--- src/rtl/jc_phase_monitor.sv ---
// rtl/jc_phase_monitor.sv - Johnson counter phase decoder, succession checker and lock tracker
module jc_phase_monitor #(
    parameter int WIDTH    = 8,
    parameter int LOCK_LEN = 4,
    parameter int ERR_W    = 8,
    parameter int CYC_W    = 16,
    localparam int PW      = $clog2(2*WIDTH)
) (
    input  logic             clk,
    input  logic             reset,
    input  logic [WIDTH-1:0] jc_in,
    input  logic             jc_valid,
    input  logic             clr_err,
    output logic [PW-1:0]    phase,
    output logic             phase_valid,
    output logic             illegal,
    output logic             seq_err,
    output logic             wrap_pulse,
    output logic             locked,
    output logic [ERR_W-1:0] err_count,
    output logic [CYC_W-1:0] cycle_count
);

    localparam int NPH = 2*WIDTH;
    localparam logic [PW-1:0] LAST_PH = PW'(NPH-1);

    typedef enum logic [1:0] {
        S_UNLOCKED = 2'd0,
        S_LOCKING  = 2'd1,
        S_LOCKED   = 2'd2
    } state_t;

    state_t           state_q, state_d;
    logic [3:0]       run_q, run_d;
    logic             prev_valid;
    logic [PW-1:0]    ones;
    logic [WIDTH-1:0] inv;
    logic             legal;
    logic [PW-1:0]    dec;
    logic [PW-1:0]    succ;
    logic             seq_bad;
    logic             err_evt;

    // A legal code is a run of ones anchored at the LSB (MSB clear) or of
    // zeros anchored at the LSB (MSB set); the popcount then gives the phase.
    always_comb begin
        ones = '0;
        for (int i = 0; i < WIDTH; i++) begin
            ones = ones + PW'(jc_in[i]);
        end
        inv = ~jc_in;
        if (!jc_in[WIDTH-1]) begin
            legal = ((jc_in & (jc_in + WIDTH'(1))) == '0);
            dec   = ones;
        end else begin
            legal = ((inv & (inv + WIDTH'(1))) == '0);
            dec   = PW'(NPH - int'(ones));
        end
    end

    // phase always holds the last legal sample, so it doubles as the previous phase.
    assign succ    = (phase == LAST_PH) ? '0 : phase + PW'(1);
    assign seq_bad = prev_valid && (dec != succ);
    assign err_evt = jc_valid && (!legal || seq_bad);

    always_comb begin
        state_d = state_q;
        run_d   = run_q;
        if (jc_valid) begin
            case (state_q)
                S_UNLOCKED: begin
                    if (legal) begin
                        state_d = S_LOCKING;
                        run_d   = '0;
                    end
                end
                S_LOCKING: begin
                    if (!legal) begin
                        state_d = S_UNLOCKED;
                        run_d   = '0;
                    end else if (seq_bad) begin
                        run_d = '0;
                    end else if (run_q == 4'(LOCK_LEN-1)) begin
                        state_d = S_LOCKED;
                        run_d   = '0;
                    end else begin
                        run_d = run_q + 4'd1;
                    end
                end
                S_LOCKED: begin
                    if (!legal) begin
                        state_d = S_UNLOCKED;
                        run_d   = '0;
                    end else if (seq_bad) begin
                        state_d = S_LOCKING;
                        run_d   = '0;
                    end
                end
                default: begin
                    state_d = S_UNLOCKED;
                    run_d   = '0;
                end
            endcase
        end
    end

    always_ff @(posedge clk or negedge reset) begin
        if (!reset) begin
            state_q     <= S_UNLOCKED;
            run_q       <= '0;
            prev_valid  <= 1'b0;
            phase       <= '0;
            phase_valid <= 1'b0;
            illegal     <= 1'b0;
            seq_err     <= 1'b0;
            wrap_pulse  <= 1'b0;
            locked      <= 1'b0;
            err_count   <= '0;
            cycle_count <= '0;
        end else begin
            state_q     <= state_d;
            run_q       <= run_d;
            locked      <= (state_d == S_LOCKED);
            phase_valid <= 1'b0;
            illegal     <= 1'b0;
            seq_err     <= 1'b0;
            wrap_pulse  <= 1'b0;
            if (jc_valid) begin
                if (!legal) begin
                    illegal    <= 1'b1;
                    prev_valid <= 1'b0;
                end else begin
                    phase       <= dec;
                    phase_valid <= 1'b1;
                    prev_valid  <= 1'b1;
                    seq_err     <= seq_bad;
                    if (prev_valid && (phase == LAST_PH) && (dec == '0)) begin
                        wrap_pulse  <= 1'b1;
                        cycle_count <= cycle_count + CYC_W'(1);
                    end
                end
            end
            // A clear still records an error landing in the same cycle.
            if (clr_err) begin
                err_count <= err_evt ? ERR_W'(1) : '0;
            end else if (err_evt && (err_count != {ERR_W{1'b1}})) begin
                err_count <= err_count + ERR_W'(1);
            end
        end
    end

endmodule

--- config.mk ---
export PLATFORM = sky130hd
export DESIGN_NAME = jc_phase_monitor
export DESIGN_NICKNAME = d
export VERILOG_FILES = /design/src/rtl/jc_phase_monitor.sv
export SDC_FILE = /design/constraint.sdc
export NUM_CORES = 1
export LEC_CHECK = 0
export CAP_MARGIN = 10
export CORE_ASPECT_RATIO = 1.5
export CORE_MARGIN = 2
export CORE_UTILIZATION = 53
export DETAILED_ROUTE_END_ITERATION = 16
export GPL_ROUTABILITY_DRIVEN = 0
export GPL_TIMING_DRIVEN = 0
export HOLD_SLACK_MARGIN = 0.15
export PLACE_DENSITY = 0.87
export SYNTH_ARGS = -nofsm -noshare
export SYNTH_HDL_FRONTEND = slang
export SYNTH_SLANG_ARGS = --single-unit
--- constraint.sdc ---
create_clock -name clk -period 3 [get_ports clk]
set_input_delay 0.6 -clock clk [delete_from_list [all_inputs] [get_ports clk]]
set_output_delay 0.6 -clock clk [all_outputs]
set_load 0.005 [all_outputs]
Yosys cells after proc, flatten, opt, wreduce, memory -nomap -nowiden
Cells that the tools add are included.

cells by class
  add/subtract/negate cells = 14
  $mul = 0
  div/mod/pow operators = 0
  magnitude comparators = 0
  equality and inequality tests = 9
  shift-type cells = 0
  mux-type cells = 30
  bitwise logic cells = 3
  reduce and logical (&&, ||, !) cells = 15

operators by type and width
  operator                 number
  $mux W4                  8
  $add A8 B1 Y8 const B    3
  $add A16 B1 Y16 const B  1
  $add A4 B1 Y4            4
  $and A8 B8 Y8            2
  $logic_not A8 Y1         2
  $mux W8                  2
  $mux W2                  7
  $pmux W4 S3              1
  $mux W1                  11
  $add A4 B1 Y4 const B    2
  $ne A8 B8 Y1 const B     1
  $not A8 Y8               1
  $pmux W2 S3              1
  $reduce_and A3 Y1        2
  $logic_and A1 B1 Y1      5
  $add A3 B1 Y4            1
  $eq A2 B2 Y1 const B     2
  $eq A4 B2 Y1 const B     1
  $eq A4 B4 Y1 const B     1
  $logic_not A4 Y1         1
  $ne A4 B4 Y1             1
  $sub A1 B4 Y4 const A    1
  $add A2 B1 Y3            1
  other kinds (9)          9

word-level totals
  register bits after elaboration = 40
  latch bits = 0
  memory bits (writable) = 0
  memory bits (read-only) = 0
  input port bits = 12
  output and inout bits = 33
  logic and storage cells = 82
  memories kept = 0

Longest topological paths before layout
  word-level depth = 16
  mapped depth = 16
  mapped depth without buffers = 16

Least setup slack after synthesis
Ideal clock, no wire load.

  kind = input to register
  start point = in jc_in[0]
  end point = reg err_count[4]
  library setup time = 128 ps
  arrival time = 4457 ps
  data required time = 2872 ps
  slack = -1584 ps
  stages = 16
  path buffers = 0
  cells stage by stage = inv_1 -> fa_1 -> fa_1 -> fa_1 -> inv_1 -> ha_1 -> inv_1 -> fa_1 -> ha_1 -> nor2b_1 -> xnor3_1 -> o211a_2 -> nor2_4 -> a211oi_4 -> nor4b_2 -> mux2_1

between the ends
  word-level cells in the longest chain between the ends = 15
  elaborated cells on any way between the ends = 24
  those cells by class = add/sub (10); eq/ne (1); mux (2); bitwise (3); reduce/logical (8)

ends and longest elaborated chain
  element                                  RTL line  source
  from (decl)                              11        input logic [WIDTH-1:0] jc_in,
  $add A1 B1 Y2                            49        ones = ones + PW'(jc_in[i]);
  $add A2 B1 Y3                            49
  $add A3 B1 Y4                            49
  $add A4 B1 Y4 (4 in a row)               49
  $sub A1 B4 Y4                            57        dec = PW'(NPH - int'(ones));
  $mux W4                                  52        if (!jc_in[WIDTH-1]) begin
  $ne A4 B4 Y1                             63        assign seq_bad = prev_valid && (dec != succ);
  $logic_and A1 B1 Y1                      63
  $logic_or A1 B1 Y1 (*)                   64        assign err_evt = jc_valid && (!legal || seq_bad);
  $logic_and A1 B1 Y1 (*)                  64
  $logic_and A1 B1 Y1 (*)                  146       end else if (err_evt && (err_count != {ERR_W{1'b1}})) begin
  $reduce_bool A2 Y1 (no source line) (*)  n/a
  to (signal assigned)                     145       err_count <= err_evt ? ERR_W'(1) : '0;
  to (signal assigned)                     147       err_count <= err_count + ERR_W'(1);
  to (decl)                                20        output logic [ERR_W-1:0] err_count,

Mark *: on every way between the ends. The rest lies on a longest branch, timed or not.
A chain may end at the register's enable or synchronous reset.

Final worst setup path
  start point = in jc_in[3]
  end point = reg run_q[0]

between the ends
  word-level cells in the longest chain between the ends = 12
  elaborated cells on any way between the ends = 24
  those cells by class = add/sub (8); eq/ne (3); mux (6); bitwise (3); reduce/logical (4)

ends and longest elaborated chain
  element                     RTL line  source
  $add A3 B1 Y4               49
  $add A4 B1 Y4 (4 in a row)  49
  $sub A1 B4 Y4               57
  $mux W4                     52
  $ne A4 B4 Y1                63
  $logic_and A1 B1 Y1         63
  $mux W4                     81        end else if (seq_bad) begin
  $mux W4                     78        if (!legal) begin
  $pmux W4 S3                 70        case (state_q)
  to (signal assigned)        122       run_q <= run_d;
  to (decl)                   34        logic [3:0] run_q, run_d;

Several ways; a longest one is shown, not always the timed one.

==> flow_metrics.env <==
export IMPL_detailroute_via_count=2205
export IMPL_timing_rr_start="phase[0]$_DFFE_PN0P_"
export IMPL_clock_latency_ps=310
export IMPL_placement_io_buffers=43
export IMPL_fin_worst_skew_ps=11.7
export IMPL_worstHoldPathType="primary input to asynchronous set/reset pin"
export IMPL_seqPwrFrac=0.331
export IMPL_critical_path_endpoint_type="flip-flop"
export IMPL_floorplan_die_area_um2=5350
export IMPL_timing_slew_headroom=0.420
export IMPL_placement_stage_cell_area_um2=3150
export IMPL_yosys_top_cells_area="sky130_fd_sc_hd__dfrtp_1 40%, sky130_fd_sc_hd__ha_1 5.9%, sky130_fd_sc_hd__xnor2_1 4.2%, sky130_fd_sc_hd__nand2_1 3.4%, sky130_fd_sc_hd__nor2_1 3.3%"
export IMPL_number_of_remaining_drc_errors=0
export IMPL_ant_nets=0
export IMPL_setup_ws_ps=-1480
export IMPL_yosys_reg_bits=40
export IMPL_path_delay_family="adder cells"
export IMPL_die_height_um=88.6
export IMPL_path_clk_slew_ps=90
export IMPL_startpoint="jc_in[3]"
export IMPL_synth_avg_cell_area_um2=9.83
export IMPL_clock_sink_count=40
export IMPL_cts_path_max_buffers=2
export IMPL_synth_cell_type_count=53
export IMPL_r2r_depth=8
export IMPL_number_of_synthesis_warnings=0
export IMPL_globalRouteTotalUtil=0.240
export IMPL_tightest_slew_ps=871
export IMPL_total_leakage_power_nw=1.70
export IMPL_cp_arrival_ps=4680
export IMPL_cpMostUsedCell="sky130_fd_sc_hd__fa_1"
export IMPL_min_period_over_period=1.49
export IMPL_globalRoute_totalOverflow=0
export IMPL_detail_route_vias_per_cell=5.61
export IMPL_syn_instance_count=257
export IMPL_rows=30
export IMPL_cts_buffers=5
export IMPL_comb_power_share=0.433
export IMPL_detail_route_wl_per_cell_um=17.0
export IMPL_postLayoutCoreUtil=0.801
export IMPL_ys_top_cells_by_count="40 x sky130_fd_sc_hd__dfrtp_1, 23 x sky130_fd_sc_hd__nand2_1, 22 x sky130_fd_sc_hd__nor2_1"
export IMPL_critical_path_max_stage_delay_ps=620
export IMPL_cts_tree="built"
export IMPL_failed_checks="negative setup slack"
export IMPL_insertedDiodeCount=0
export IMPL_timing_hold_violations_final=0
export IMPL_timing_final_crit_period_ps=4480
export IMPL_drt_pass1_iterations=4
export IMPL_main_flop_type_after_synthesis="sky130_fd_sc_hd__dfrtp_1"
export IMPL_htreeDepth=2
export IMPL_synth_enable_flop_cells=0
export IMPL_drt_iter0_drc=97
export IMPL_post_synth_top_area_fraction=0.396
export IMPL_vdd_drop_max_v=0.000418
export IMPL_ioPinCount=45
export IMPL_global_route_wire_length_before_repair_um=9710
export IMPL_synth_cell_area_um2=2530
export IMPL_setup_viol=36
export IMPL_p_per_area_nw_per_um2=526
export IMPL_required_ps=3200
export IMPL_die_w_um=60.4
export IMPL_seq_area_frac_synth=0.396
export IMPL_drv_max_cap_violation_count=0
export IMPL_synth_most_common_cell="sky130_fd_sc_hd__dfrtp_1"
export IMPL_critical_path_peak_fanout=6
export IMPL_detailed_place_hpwl_um=3950
export IMPL_rsz0062_at_grt="yes"
export IMPL_clkPwrFrac=0.236
export IMPL_worstSetupPathType="primary input to flip-flop"
export IMPL_total_switching_power_uw=647
export IMPL_core_um2=4540
export IMPL_rr_endpoint="err_count[5]$_DFFE_PN0P_"
export IMPL_worstPathBufferInverterCount=5
export IMPL_swShare=0.338
export IMPL_crit_path_start_kind="primary input"
export IMPL_synth_top_cell_by_area="sky130_fd_sc_hd__dfrtp_1"
export IMPL_number_of_nets_in_the_synthesized_netlist=285
export IMPL_outcome="finished, violations left"
export IMPL_clockRootBuffer="sky130_fd_sc_hd__clkbuf_8"
export IMPL_slew_viol_final=0
export IMPL_nNetsFinal=356
export IMPL_grt_start_max_net_pins=41
export IMPL_worst_path_stages=18
export IMPL_area_growth_syn_to_layout_pct=44.0
export IMPL_grt_pass1_vias=2191
export IMPL_final_cell_area_um2=3640
export IMPL_max_clock_freq_mhz=223
export IMPL_async_flop_share=1.00
export IMPL_antenna_violations_before_repair=0
export IMPL_final_layout_size_suffix_gt1_frac=0.274
export IMPL_start_util=0.556
export IMPL_detail_route_wirelength_um=6690
export IMPL_crit_chain="buf_8 > inv_4 > fa_1 > fa_1 > fa_1 > inv_1 > ha_2 > inv_2 > fa_2 > ha_4 > nor2b_4 > buf_4 > xnor3_1 > o211a_4 > nor2_4 > a211oi_4 > nand3b_4 > o41ai_4"
export IMPL_r2r_setup_slack_ps=490
export IMPL_setup_worst_path_end="run_q[0]$_DFFE_PN0P_"
export IMPL_timing_critical_path_slowest_stage_cell="sky130_fd_sc_hd__fa_2"
export IMPL_fin_total_pwr_mw=1.92
export IMPL_cellInternalPower_mw=1.27
[worst reg2reg max path, stage by stage, from the launching register on]
cell,delay (ps)
sky130_fd_sc_hd__dfrtp_1,450
sky130_fd_sc_hd__ha_1,290
sky130_fd_sc_hd__xnor2_1,250
sky130_fd_sc_hd__xnor3_1,370
sky130_fd_sc_hd__o211a_4,170
sky130_fd_sc_hd__nor2_4,120
sky130_fd_sc_hd__a211o_1,210
sky130_fd_sc_hd__and3_1,200
sky130_fd_sc_hd__mux2_1,320
[timing repair]
| action | in CTS | in global routing |
|---|---|---|
| resized for setup | 46 | 17 |
| buffers inserted | 13 | 8 |
| endpoints found under the setup margin | 37 | 36 |
| pin swaps | 20 | 20 |
| hold buffers | 0 | 0 |
[final cells by class]
cell class | instances | area [µm²]
Sequential cell | 40 | 1000
Fill cell | 256 | 903
Timing Repair Buffer | 64 | 638
Inverter | 19 | 88.8
Buffer | 5 | 30.0
Tap cell | 64 | 80.1
Clock inverter | 3 | 42.5
Multi-Input combinational cell | 193 | 1690
Clock buffer | 5 | 68.8
[placed cells by master (no fill, tap or decap), drive strengths merged, types with 5 or more instances in the layout]
cell,count
a31oi,5
and3,6
buf,26
clkbuf,9
clkdlybuf4s50,39
dfrtp,40
ha,12
inv,19
mux2,7
nand2,23
nand2b,9
nand3,11
nand4,5
nor2,23
nor2b,9
nor3,7
o21ai,9
xnor2,12
xor2,7
[power groups by stage]
stage | Clock (mW) | Sequential (mW) | Combinational, mW
5_1_grt | 0.471 | 0.640 | 0.899
3_3_place_gp | 0 | 0.637 | 0.616
3_5_place_dp | 0 | 0.639 | 0.634
4_1_cts | 0.449 | 0.629 | 0.765
2_1_floorplan | 0 | 0.630 | 0.463
6_report | 0.452 | 0.634 | 0.829
[per-stage QoR]
stage / setup WS [ps] / hold WS (ps) / TNS (ps) / cells
6_report: -1480 / 400 / -45780 / 393
5_1_grt: -1670 / 488 / -51390 / 393
4_1_cts: -1510 / 441 / -46070 / 385
3_5_place_dp: -2470 / 470 / -80890 / 364
3_3_place_gp: -2450 / 470 / -79880 / 364
2_1_floorplan: -1460 / 304 / -44620 / 257
[state kept, by name, summed over array words and instances, names as in the netlist]
register and flops:
err_count 8, illegal 1, seq_err 1, wrap_pulse 1, cycle_count 16, locked 1, run_q 4, phase 4
phase_valid 1, prev_valid 1, state_q 2
[logic make-up after synthesis]
group	synth area share
AO/OA/AOI/OAI	0.105
adder cells (fa/ha/maj)	0.0911
multiplexers	0.0471
buffers and inverters	0.0371
XOR/XNOR	0.0778
flip-flops	0.396
AND/OR/NAND/NOR	0.246
[worst min path at each step]
stage,slack [ps],cells after the start,from,to
floorplan,300,0,reset,cycle_count[0]$_DFFE_PN0P_
global placement,470,1,cycle_count[11]$_DFFE_PN0P_,cycle_count[11]$_DFFE_PN0P_
detailed placement,470,1,cycle_count[15]$_DFFE_PN0P_,cycle_count[15]$_DFFE_PN0P_
CTS,440,1,reset,phase[1]$_DFFE_PN0P_
global route,490,1,reset,phase_valid$_DFF_PN0_
finish,400,1,reset,wrap_pulse$_DFF_PN0_
[layer usage]
metal	global-route usage	part of all wire	wire length (µm)
met1	0.264	0.37	2490
met5	0	0	0
met2	0.441	0.56	3720
met4	0.109	0.033	218
met3	0.0336	0.040	265
Power figures use the tool's default switching activity.
